<file path="config.mk">
export PLATFORM = sky130hd
export DESIGN_NAME = joy_db15_tx
export DESIGN_NICKNAME = d
export VERILOG_FILES = /design/src/rtl/joy_db15_pkg.sv /design/src/rtl/joy_db15_tx_sync_edge.sv /design/src/rtl/joy_db15_tx.sv
export SDC_FILE = /design/constraint.sdc
export NUM_CORES = 1
export LEC_CHECK = 0
export BUFFER_PORTS_ARGS = -buffer_cell sky130_fd_sc_hd__buf_2
export CORE_MARGIN = 3
export CORE_UTILIZATION = 54
export DETAILED_ROUTE_END_ITERATION = 10
export GPL_TIMING_DRIVEN = 0
export PLACE_DENSITY = 0.78
export SLEW_MARGIN = 40
export SYNTH_ARGS = -nofsm -noshare
export SYNTH_HDL_FRONTEND = slang
export SYNTH_SLANG_ARGS = --single-unit
</file>
<file path="constraint.sdc">
create_clock -name clk_sys -period 1.6 [get_ports clk_sys]
set_input_delay 0.16 -clock clk_sys [delete_from_list [all_inputs] [get_ports clk_sys]]
set_output_delay 0.16 -clock clk_sys [all_outputs]
set_load 0.03 [all_outputs]
</file>
<file path="src/rtl/joy_db15_pkg.sv">
// Shared constants for the DB15 adapter shift-chain emulation: word width,
// named button bit positions and the idle wire level.
package joy_db15_pkg;

    localparam int JOY_NBITS = 12;

    localparam int BIT_R = 0;
    localparam int BIT_L = 1;
    localparam int BIT_D = 2;
    localparam int BIT_U = 3;
    localparam int BIT_A = 4;
    localparam int BIT_B = 5;
    localparam int BIT_C = 6;
    localparam int BIT_X = 7;
    localparam int BIT_Y = 8;
    localparam int BIT_Z = 9;
    localparam int BIT_S = 10;
    localparam int BIT_M = 11;

    // Wire level of an unpressed button and of the fill after the frame.
    localparam logic IDLE_LEVEL = 1'b1;

endpackage

</file>
<file path="src/rtl/joy_db15_tx_sync_edge.sv">
// Multi-stage synchroniser for one asynchronous input, followed by a
// history flop that yields single-cycle rise/fall strobes.
module sync_edge #(
    parameter int   STAGES    = 2,
    parameter logic RESET_VAL = 1'b1
) (
    input  logic clk,
    input  logic reset,
    input  logic async_in,
    output logic level,
    output logic rise,
    output logic fall
);

    logic [STAGES-1:0] sync_q;
    logic              prev_q;

    // Reset loads the idle level into every flop so no edge is reported
    // while the chain refills after reset.
    always_ff @(posedge clk) begin
        if (reset) begin
            sync_q <= {STAGES{RESET_VAL}};
            prev_q <= RESET_VAL;
        end else begin
            sync_q <= {sync_q[STAGES-2:0], async_in};
            prev_q <= sync_q[STAGES-1];
        end
    end

    assign level = sync_q[STAGES-1];
    assign rise  = level & ~prev_q;
    assign fall  = ~level & prev_q;

endmodule

</file>
<file path="src/rtl/joy_db15_tx.sv">
// Device side of the DB15 adapter chain: snapshots two joystick words while
// the host holds load low, then shifts them out active-low on joy_clk rises.
module joy_db15_tx
    import joy_db15_pkg::*;
#(
    parameter int NBITS       = JOY_NBITS,
    parameter int SYNC_STAGES = 2
) (
    input  logic             clk_sys,
    input  logic             reset,
    input  logic [NBITS-1:0] joystick1,
    input  logic [NBITS-1:0] joystick2,
    input  logic             joy_load,
    input  logic             joy_clk,
    output logic             joy_data,
    output logic             frame_done,
    output logic             proto_err
);

    localparam int W  = 2 * NBITS;
    localparam int CW = $clog2(W + 1);
    localparam logic [CW-1:0] CNT_FULL = CW'(W);
    localparam logic [CW-1:0] CNT_LAST = CW'(W - 1);

    logic          load_level;
    logic          load_rise;
    logic          load_fall;
    logic          clk_level;
    logic          clk_rise;
    logic          clk_fall;
    logic          unused_sync;
    logic          load_active;
    logic [W-1:0]  shreg;
    logic [CW-1:0] cnt;

    sync_edge #(
        .STAGES    (SYNC_STAGES),
        .RESET_VAL (1'b1)
    ) u_sync_load (
        .clk      (clk_sys),
        .reset    (reset),
        .async_in (joy_load),
        .level    (load_level),
        .rise     (load_rise),
        .fall     (load_fall)
    );

    sync_edge #(
        .STAGES    (SYNC_STAGES),
        .RESET_VAL (1'b1)
    ) u_sync_clk (
        .clk      (clk_sys),
        .reset    (reset),
        .async_in (joy_clk),
        .level    (clk_level),
        .rise     (clk_rise),
        .fall     (clk_fall)
    );

    assign unused_sync = load_rise ^ load_fall ^ clk_level ^ clk_fall;
    assign load_active = ~load_level;

    // Load has priority: while it is active the chain stays transparent to
    // the live inputs and any host clock edge is reported as a protocol error.
    always_ff @(posedge clk_sys) begin
        if (reset) begin
            shreg      <= {W{IDLE_LEVEL}};
            cnt        <= CNT_FULL;
            frame_done <= 1'b0;
            proto_err  <= 1'b0;
        end else begin
            frame_done <= 1'b0;
            proto_err  <= 1'b0;
            if (load_active) begin
                shreg <= {~joystick2, ~joystick1};
                cnt   <= '0;
                if (clk_rise) begin
                    proto_err <= 1'b1;
                end
            end else if (clk_rise) begin
                shreg <= {IDLE_LEVEL, shreg[W-1:1]};
                if (cnt != CNT_FULL) begin
                    cnt <= cnt + 1'b1;
                end
                if (cnt == CNT_LAST) begin
                    frame_done <= 1'b1;
                end
            end
        end
    end

    assign joy_data = shreg[0];

endmodule

</file>
==> out/summary.txt, run 1 <==
status -> complete, no violations
Tot Pwr -> 0.00154 W
Reg2Reg Capture Point -> cnt[3]
RSZ-0062 raised after global routing -> yes
Setup Crit Path Kind -> reg -> reg
crit end category -> flip-flop
Inserted Clock Buffers -> 5
CORE AREA -> 2900 sq um
H-tree depth -> 2
ANT cells -> 0
Leak Pwr -> 0.728 nW
Int Pwr -> 0.00117 W
Clock Root Buffer -> clkbuf_4
sink of the worst hold path -> u_sync_clk.sync_q[0]
Data required, critical path -> 1820 ps
Post-DP HPWL -> 2.37 mm
die width -> 62.3 microns
#FFs+latches synth -> 36
initial antenna violation count -> 0
Overflow after GRT -> 0
Detailed Route Iter0 Violations -> 121
PnR worst setup slack -> 131 ps
input/output buffers -> 30
dpl ws -> 87.1 ps
Sw Share -> 24.1%
Initial Utilization -> 59.1%
Startpoint Class -> flip-flop
final wirelength -> 3.29 mm
CTS Sinks -> 36
Fin. Hold Viols -> 0
Bufs on Longest Clock Path -> 2
Clock Pin Slew Worst Setup and Hold Paths -> 110 ps
largest net degree at the start of global routing -> 11
Die Ht -> 62.3 microns
GPL Wtd Cong -> 0.781
Setup crit start -> cnt[3]
net switching power -> 0.000370 W
Tcrit/Tclk final -> 91.8%
Mapped Area -> 1710 sq um
Syn Nets -> 237
Gate power share -> 10.4%
max-slew violation count -> 0
Worst R2R Setup Slack -> 130 ps
vias per inst -> 5.27
min-delay worst type -> in -> reg
Post-CTS Setup Bufs -> 0
Rows -> 19
post-route DRC violation count -> 0
r2r worst-path depth -> 3
Clock Power Share -> 28.9%
wire per inst -> 11.5 microns
Min Clock Period, post-route -> 1470 ps
share of layout cells above drive strength 1 -> 27.0%
Area Growth Syn to Fin -> 14.9%
P per Cell Area -> 781 nW/um^2
relative slew slack -> 70.0%
Worst-Margin Slew -> 450 ps
hold path start -> joy_clk
total die area -> 3890 sq um
Vias -> 1506
sequential-to-total area share from yosys stat -> 42.0%
clock insertion delay at the later pin of the skew report -> 330 ps
CTS tree -> yes
Tot GR Track Use -> 18.2%
hold_ws -> 16.3 ps
worst reg2reg path startpoint -> cnt[3]
fin nets -> 274
Seq pwr share -> 60.7%
Avg Inst Size Synth -> 8.28 sq um
DRT Pass-1 Iters -> 4
max_cap viols -> 0
hold path cells -> 2
WP data arrival -> 1690 ps
final setup violation count -> 0
CP max FO -> 7
first-pass GRT wire length -> 5.75 mm
num ports -> 31
synth unique cells -> 26
Routed Antenna Nets -> 0
highest clock rate -> 0.681 GHz
clk_skew -> 10.8 ps
cts hold-fix bufs -> 0
synth warn -> 0
count of filler cells inserted in the layout -> 271
vias in the first global route -> 1366
Design Area, Final -> 1970 sq um
dpl cell area -> 1920 sq um
Worst VDD drop -> 520 uV
gate count after technology mapping -> 207
kinds of logic (layout without fill, tap and decap cells):
logic type,Yosys count,in the layout,share of synthesized area [%]
AND/OR/NAND/NOR,115,115,36.2
buffers and inverters,20,57,4.96
flip-flops,36,36,42.0
AO/OA/AOI/OAI,34,34,15.3
adder cells (fa/ha/maj),2,2,1.46
state kept, by name, summed over array words and instances, names as in the netlist:
name / count
shreg: 24
u_sync_clk.sync_q: 2
u_sync_clk.prev_q: 1
frame_done: 1
u_sync_load.sync_q: 2
proto_err: 1
cnt: 5
cell type report:
cell class	instances	area, sq um	area share (%)
buffer	15	72.6	3.68
clock inverter	1	5.00	0.254
sequential	36	721	36.6
clock buffer	6	41.3	2.10
multi-input combinational	151	908	46.1
inverter	5	18.8	0.953
timing repair buffer	30	150	7.62
tap	42	52.6	2.67
metrics by stage:
step	utilization [%]	TNS, ps	instances
global placement	66.1	0	279
CTS	67.7	0	286
global route	67.9	-15.4	286
detailed placement	66.1	0	279
finish	67.9	0	286
floorplan	-	0	207
what timing repair did:
action | in CTS | in global routing
setup endpoints to repair | 0 | 16
resized for setup | 0 | 10
hold endpoints to repair | 0 | 0
layout by cell type, fill, tap and decap left out:
cell type  Yosys  layout
nand2_1       45      45
dfxtp_1       36      36
buf_2          2      32
nand2b_1      26      26
nor2b_1       22      22
a31o_2        17      17
clkbuf_1      12       8
a31o_1         6       6
inv_1          5       5
clkbuf_2       0       5
or2_2          5       5
a21oi_1        5       5
clkbuf_4       0       5
nand3_1        4       4
nand3b_1       3       3
o21ai_0        3       3
nand4b_1       2       2
and4b_1        2       2
or4_1          2       2
ha_1           2       2
and2b_1        1       1
buf_6          1       1
nor4_1         1       1
nor3_1         1       1
a21o_1         1       1
a31oi_1        1       1
o211ai_1       1       1
and3_1         1       1
clkinv_2       0       1
synth_stat cells:
| cell | count | area share [%] |
|---|---|---|
| dfxtp_1 | 36 | 42 |
| nand4b_1 | 2 | 1.0 |
| and3_1 | 1 | 0.37 |
| nand2_1 | 45 | 9.9 |
| nor3_1 | 1 | 0.29 |
| or4_1 | 2 | 0.88 |
| nor4_1 | 1 | 0.37 |
| buf_6 | 1 | 0.66 |
| a31oi_1 | 1 | 0.37 |
| a31o_1 | 6 | 3.1 |
| o21ai_0 | 3 | 0.88 |
| ha_1 | 2 | 1.5 |
| nand2b_1 | 26 | 9.5 |
| a21o_1 | 1 | 0.44 |
| nand3_1 | 4 | 1.2 |
| nor2b_1 | 22 | 8.0 |
| inv_1 | 5 | 1.1 |
| or2_2 | 5 | 1.8 |
| buf_2 | 2 | 0.58 |
| clkbuf_1 | 12 | 2.6 |
| o211ai_1 | 1 | 0.44 |
| nand3b_1 | 3 | 1.3 |
| a21oi_1 | 5 | 1.5 |
| and2b_1 | 1 | 0.44 |
| a31o_2 | 17 | 8.7 |
| and4b_1 | 2 | 1.2 |
worst max path at each step:
stage | end | slack (ps) | depth (start not counted)
2_1_floorplan | cnt[3] | 250 | 4
3_3_place_gp | shreg[14] | 100 | 5
3_5_place_dp | shreg[18] | 90 | 5
4_1_cts | shreg[18] | 60 | 5
5_1_grt | shreg[12] | -10 | 5
6_report | cnt[3] | 130 | 3
power by group through the flow:
stage | combinational, W | clock, W | sequential [W]
after detailed placement | 0.000159 | 0 | 0.000954
after floorplan | 0.000102 | 0 | 0.000953
after CTS | 0.000160 | 0.000452 | 0.000934
after global placement | 0.000157 | 0 | 0.000954
after global routing | 0.000182 | 0.000488 | 0.000937
final | 0.000160 | 0.000445 | 0.000933
metal layers:
layer	share of wire, %	GRT usage (%)
met4	1.3	7.44
met2	47	27.6
met3	4.0	4.32
met5	0	0
met1	48	24.8
worst max-delay path, stage by stage, from the launching register on:
cell and delay [ps]:
dfxtp_1 470, and4b_1 220, and3_1 170, or4_1 500
Power figures use the tool's default switching activity.
==> run 2: changes to the inputs <==
--- a/config.mk
+++ b/config.mk
@@ -6,10 +6,12 @@
 export NUM_CORES = 1
 export LEC_CHECK = 0
 export BUFFER_PORTS_ARGS = -buffer_cell sky130_fd_sc_hd__buf_2
+export CORE_ASPECT_RATIO = 0.9
 export CORE_MARGIN = 3
 export CORE_UTILIZATION = 54
 export DETAILED_ROUTE_END_ITERATION = 10
 export GPL_TIMING_DRIVEN = 0
+export HOLD_SLACK_MARGIN = 0.02
 export PLACE_DENSITY = 0.78
 export SLEW_MARGIN = 40
 export SYNTH_ARGS = -nofsm -noshare
==> run 2 against run 1 <==
Sequential share of layout area decreased by 0.53 points. Final cell count rose by 0.35%. Non-clock buffer count grew 2.
==> out/summary.txt, run 2 (synthesized netlist as in run 1, its figures left out) <==
Clock Root Buffer -> clkbuf_4
Rows -> 18 (-1)
Vias -> 1505 (-0.066%)
final setup violation count -> 0 (unchanged)
share of layout cells above drive strength 1 -> 26.3% (-0.73 points)
wire per inst -> 12.5 microns (+9.1%)
H-tree depth -> 2 (unchanged)
DRT Pass-1 Iters -> 4 (unchanged)
total die area -> 3890 sq um (about the same)
routing usage on met2 -> 32.5% (+4.9 points)
CTS tree -> yes
max_cap viols -> 0 (unchanged)
Clock Pin Slew Worst Setup and Hold Paths -> 100 ps (about the same)
Overflow after GRT -> 0 (unchanged)
Area Growth Syn to Fin -> 16.6%
final wirelength -> 3.60 mm (+9.5%)
Post-DP HPWL -> 2.60 mm (+9.6%)
clk_skew -> 7.00 ps (-3.78 ps)
highest clock rate -> 0.647 GHz (-5.0%)
fin nets -> 276 (+0.73%)
Worst R2R Setup Slack -> 50 ps (-80 ps)
post-route DRC violation count -> 0 (unchanged)
initial antenna violation count -> 0 (unchanged)
num ports -> 31 (unchanged)
P per Cell Area -> 806 nW/um^2 (+3.2%)
Bufs on Longest Clock Path -> 2 (unchanged)
final setup TNS -> 0 ps (unchanged)
crit end category -> flip-flop
Initial Utilization -> 59.5% (+0.36 points)
Tot GR Track Use -> 20.4% (+2.2 points)
CP max FO -> 5 (-2)
crit-path cells -> inv_1 -> ha_1 -> and4b_1 -> or4_1 -> a21oi_1
status -> complete, no violations
highest-count cells in the layout ignoring fill and taps -> 45 x nand2_1, 36 x dfxtp_1, 32 x buf_2
min-delay worst type -> in -> reg
GPL Wtd Cong -> 0.875 (+12%)
relative slew slack -> 71.2% (+1.1 points)
M1 GR Usage -> 25.9% (+1.1 points)
CTS Sinks -> 36 (unchanged)
ANT cells -> 0 (unchanged)
Reg with most FFs -> shreg
hold path start -> reset
GRT busiest layer -> met2
r2r worst-path depth -> 5 (+2)
Critical-path top delay cell -> dfxtp_1
Routed Antenna Nets -> 0 (unchanged)
Min Clock Period, post-route -> 1550 ps (+76.6 ps)
Layout Cells excl Fill -> 287 (+0.35%)
Leak Pwr -> 0.738 nW (+1.3%)
largest net degree at the start of global routing -> 11 (unchanged)
Reg2Reg Capture Point -> cnt[2]
Setup Crit Path Kind -> reg -> reg
Tot Pwr -> 0.00161 W (+4.7%)
max-slew violation count -> 0 (unchanged)
routing usage on met3 -> 4.55% (+0.23 points)
worst reg2reg path startpoint -> cnt[0]
Worst path max stage delay -> 420 ps (-80 ps)
dpl ws -> 86.8 ps (-0.285 ps)
Detailed Route Iter0 Violations -> 161 (+33%)
PnR worst setup slack -> 54.8 ps (-76.6 ps)
RSZ-0062 raised after global routing -> no
vias in the first global route -> 1453 (+6.4%)
max reg flops -> 24 (unchanged)
clock insertion delay at the later pin of the skew report -> 340 ps (about the same)
die width -> 65.4 microns (+4.9%)
Worst-Margin Slew -> 433 ps (-17.2 ps)
Setup crit start -> cnt[0]
Inserted Clock Buffers -> 5 (unchanged)
first-pass GRT wire length -> 6.12 mm (+6.4%)
Fin. Hold Viols -> 0 (unchanged)
Tcrit/Tclk final -> 96.6% (+4.8 points)
sink of the worst hold path -> u_sync_load.sync_q[0]
CORE AREA -> 2880 sq um (-0.60%)
placed insts -> 277 (-0.72%)
WP data arrival -> 1820 ps (+130 ps)
Die Ht -> 59.5 microns (-4.6%)
Data required, critical path -> 1880 ps (+60 ps)
Post-CTS Setup Bufs -> 0 (unchanged)
Startpoint Class -> flip-flop
input/output buffers -> 30 (unchanged)
Regs by FF count -> shreg: 24 flops, cnt: 5 flops
vias per inst -> 5.24 (-0.41%)
hold path cells -> 2 (unchanged)
most common cell after layout, fill and taps aside -> nand2_1
Worst VDD drop -> 615 uV (+18%)
==> run 2: cell count changes in the layout (fill, tap and decap cells not counted) <==
cell           previous run  this run
clkbuf_1                  8        10
dlygate4sd3_1             0         2
clkbuf_2                  5         4
clkbuf_8                  0         1
clkinv_2                  1         0
==> run 2: worst max-delay path by stage <==
stage                end  slack, ps
2_1_floorplan     cnt[3]        250
3_3_place_gp   shreg[14]        120
3_5_place_dp   shreg[14]         90
4_1_cts        shreg[18]         80
5_1_grt           cnt[2]          5
6_report          cnt[2]         50
==> run 2: per-layer routing <==
| metal | part of all wire, % | vias to the layer above | routed length (microns) |
|---|---|---|---|
| met1 | 45 | 685 | 1620 |
| met3 | 6.4 | 5 | 231 |
| li1 | - | 766 | - |
| met5 | 0 | - | 0 |
| met4 | 1.6 | 0 | 57 |
| met2 | 47 | 49 | 1680 |
==> run 2: stage by stage <==
| stage | area (sq um) | hold slack, ps | utilization, % |
|---|---|---|---|
| global placement | 1910 | 345 | 66.4 |
| floorplan | 1710 | 264 | - |
| global route | 2000 | 96.6 | 69.3 |
| detailed placement | 1910 | 344 | 66.4 |
| CTS | 1990 | 78.4 | 69.1 |
| finish | 2000 | 86.2 | 69.3 |
==> run 2: final cells by class <==
cell class	count	area, sq um
Fill cell	267	885
Inverter	5	18.8
Clock buffer	8	58.8
Sequential cell	36	721
Tap cell	40	50.0
Timing Repair Buffer	32	170
Buffer	15	71.3
Multi-Input combinational cell	151	908
==> run 2: power breakdown <==
part / total [W] / internal, W / switching [W] / leakage, nW
Clock: 0.000510 / 0.000217 / 0.000293 / 0.0326
Sequential: 0.000934 / 0.000924 / 0.0000106 / 0.294
Combinational: 0.000165 / 0.0000851 / 0.0000803 / 0.411
Total: 0.00161 / 0.00123 / 0.000384 / 0.738
==> run 2: repair_timing <==
| action | CTS | global route |
|---|---|---|
| endpoints found under the setup margin | 0 | 18 |
| resized for setup | 0 | 8 |
| hold endpoints to repair | 2 | 0 |
| hold buffers | 2 | 0 |
==> run 2: worst max-delay path, delay by kind of cell, from the launching register on <==
kind                     cells  cell delay (ps)
AO/OA/AOI/OAI                1              150
adder cells (fa/ha/maj)      1              210
flip-flops                   1              420
buffers and inverters        1               80
AND/OR/NAND/NOR              2              610
==> run 3: changes to the inputs <==
--- a/config.mk
+++ b/config.mk
@@ -5,7 +5,7 @@
 export SDC_FILE = /design/constraint.sdc
 export NUM_CORES = 1
 export LEC_CHECK = 0
-export BUFFER_PORTS_ARGS = -buffer_cell sky130_fd_sc_hd__buf_2
+export BUFFER_PORTS_ARGS = -buffer_cell sky130_fd_sc_hd__buf_4
 export CORE_ASPECT_RATIO = 0.9
 export CORE_MARGIN = 3
 export CORE_UTILIZATION = 54
==> run 3 against run 2 <==
Clock power fell by 16%. Register-to-register slack improved by 40 ps. Combinational power rose by 11%.
==> out/summary.txt, run 3 (synthesized netlist as in run 1, its figures left out) <==
Levels on crit path -> 5 (unchanged)
Worst path max stage delay -> 390 ps (-30 ps)
first-pass GRT wire length -> 6.02 mm (-1.6%)
final wirelength -> 3.48 mm (-3.2%)
Tot GR Track Use -> 20.0% (-0.44 points)
Routed Antenna Nets -> 0 (unchanged)
total die area -> 3890 sq um (unchanged)
fin nets -> 276 (unchanged)
final setup TNS -> 0 ps (unchanged)
CP top delay family -> buffers and inverters
status -> complete, no violations
Min Clock Period, post-route -> 1500 ps (-44.1 ps)
Data required, critical path -> 1850 ps (-30 ps)
die width -> 65.4 microns (unchanged)
max-slew violation count -> 0 (unchanged)
r2r worst-path depth -> 5 (unchanged)
GPL Wtd Cong -> 0.861 (-1.6%)
Startpoint Class -> flip-flop
Leak Pwr -> 0.753 nW (+2.1%)
highest clock rate -> 0.666 GHz (+2.9%)
hold path cells -> 2 (unchanged)
wire per inst -> 12.3 microns (-2.1%)
clk_skew -> 7.31 ps (+0.310 ps)
Area Growth Syn to Fin -> 19.7%
Vias -> 1493 (-0.80%)
Critical-path top delay cell -> clkbuf_1
Tcrit/Tclk final -> 93.8% (-2.8 points)
clock insertion delay at the later pin of the skew report -> 340 ps (about the same)
CORE AREA -> 2880 sq um (unchanged)
Rows -> 18 (unchanged)
Worst-Margin Slew -> 470 ps (+37.5 ps)
Post-DP HPWL -> 2.45 mm (-5.8%)
RSZ-0062 raised after global routing -> no
P per Cell Area -> 754 nW/um^2 (-6.4%)
relative slew slack -> 68.7% (-2.5 points)
Bufs on Longest Clock Path -> 2 (unchanged)
Inserted Clock Buffers -> 5 (unchanged)
input/output buffers -> 30 (unchanged)
Initial Utilization -> 59.5% (unchanged)
Setup Crit Path Kind -> reg -> reg
Die Ht -> 59.5 microns (unchanged)
max_cap viols -> 0 (unchanged)
share of layout cells above drive strength 1 -> 26.2% (-0.086 points)
Regs by FF count -> shreg: 24 flops, cnt: 5 flops
ANT cells -> 0 (unchanged)
initial antenna violation count -> 0 (unchanged)
Overflow after GRT -> 0 (unchanged)
CP max FO -> 10 (+5)
highest-count cells in the layout ignoring fill and taps -> 45 x nand2_1, 36 x dfxtp_1, 30 x buf_4
Clock Pin Slew Worst Setup and Hold Paths -> 100 ps (about the same)
vias per inst -> 5.26 (+0.25%)
post-route DRC violation count -> 0 (unchanged)
WP data arrival -> 1750 ps (-70 ps)
Layout Cells excl Fill -> 284 (-1.0%)
largest net degree at the start of global routing -> 11 (unchanged)
Detailed Route Iter0 Violations -> 107 (-34%)
crit end category -> flip-flop
CTS Sinks -> 36 (unchanged)
H-tree depth -> 2 (unchanged)
crit-path cells -> and2b_1 -> buf_6 -> clkbuf_1 -> nand2_1 -> a31o_2
placed insts -> 277 (unchanged)
vias in the first global route -> 1445 (-0.55%)
max reg flops -> 24 (unchanged)
Reg with most FFs -> shreg
Worst VDD drop -> 628 uV (+2.0%)
DRT Pass-1 Iters -> 4 (unchanged)
Clock Root Buffer -> clkbuf_4
num ports -> 31 (unchanged)
Fin. Hold Viols -> 0 (unchanged)
most common cell after layout, fill and taps aside -> nand2_1
CTS tree -> yes
final setup violation count -> 0 (unchanged)
CP bufs+invs -> 2 (+1)
min-delay worst type -> in -> reg
-- run 3: cell types whose count changed in the layout (fill, tap and decap cells not counted) --
cell      before  now
buf_2         32    2
buf_4          0   30
clkbuf_1      10    8
clkbuf_8       1    0
-- run 3: repair_timing --
action,in CTS,in global routing
hold endpoints to repair,2,0
gates resized for setup,0,8
endpoints found under the setup margin,0,15
hold buffers,2,0
setup buffers,0,0
-- run 3: power breakdown --
part	switching [W]	leakage, nW	internal [W]
clock network	0.000283	0.0230	0.000147
logic	0.0000796	0.436	0.000104
registers	0.00000992	0.294	0.000924
total	0.000373	0.753	0.00117
-- run 3: through the flow --
step	instance area, sq um	setup WS, ps	hold slack [ps]	total power (W)	util (%)
final	2050	98.8	65.3	0.00155	71.2
after global routing	2050	1.43	60.4	0.00161	71.2
after CTS	2050	65.5	57.1	0.00155	71.0
after detailed placement	1990	79.7	351	0.00113	69.0
after global placement	1990	79.8	346	0.00113	69.0
after floorplan	1710	245	264	0.00106	-
-- run 3: worst paths after layout --
check | slack [ps] | endpoint | from
max | 100 | shreg[17] | u_sync_clk.prev_q
max reg2reg | 100 | shreg[17] | u_sync_clk.prev_q
min reg2reg | 420 | u_sync_load.sync_q[1] | u_sync_load.sync_q[0]
min | 70 | u_sync_load.sync_q[0] | reset
-- run 3: final cells by class --
type	count	area (sq um)
well taps	40	50.0
fillers	248	831
clock buffers	5	37.5
plain buffers	15	71.3
flip-flops and latches	36	721
multi-input cells	151	908
inverters	5	18.8
repair buffers	32	245
-- run 3: routing by layer --
metal | vias up | part of all wire, % | wire length (microns) | track usage [%]
met5 | - | 0 | 0 | 0
met3 | 7 | 5.8 | 201 | 5.31
met2 | 37 | 45 | 1560 | 33.3
met4 | 0 | 1.8 | 63 | 8.88
li1 | 765 | - | - | -
met1 | 684 | 47 | 1650 | 24.3
-- run 3: worst reg2reg max path: cells and delay by family, from the launching register on --
family,cells,cell delay (ps)
buffers and inverters,2,520
DFF,1,330
and+or+nand+nor,2,310
AOI/OAI and AO/OA,1,260
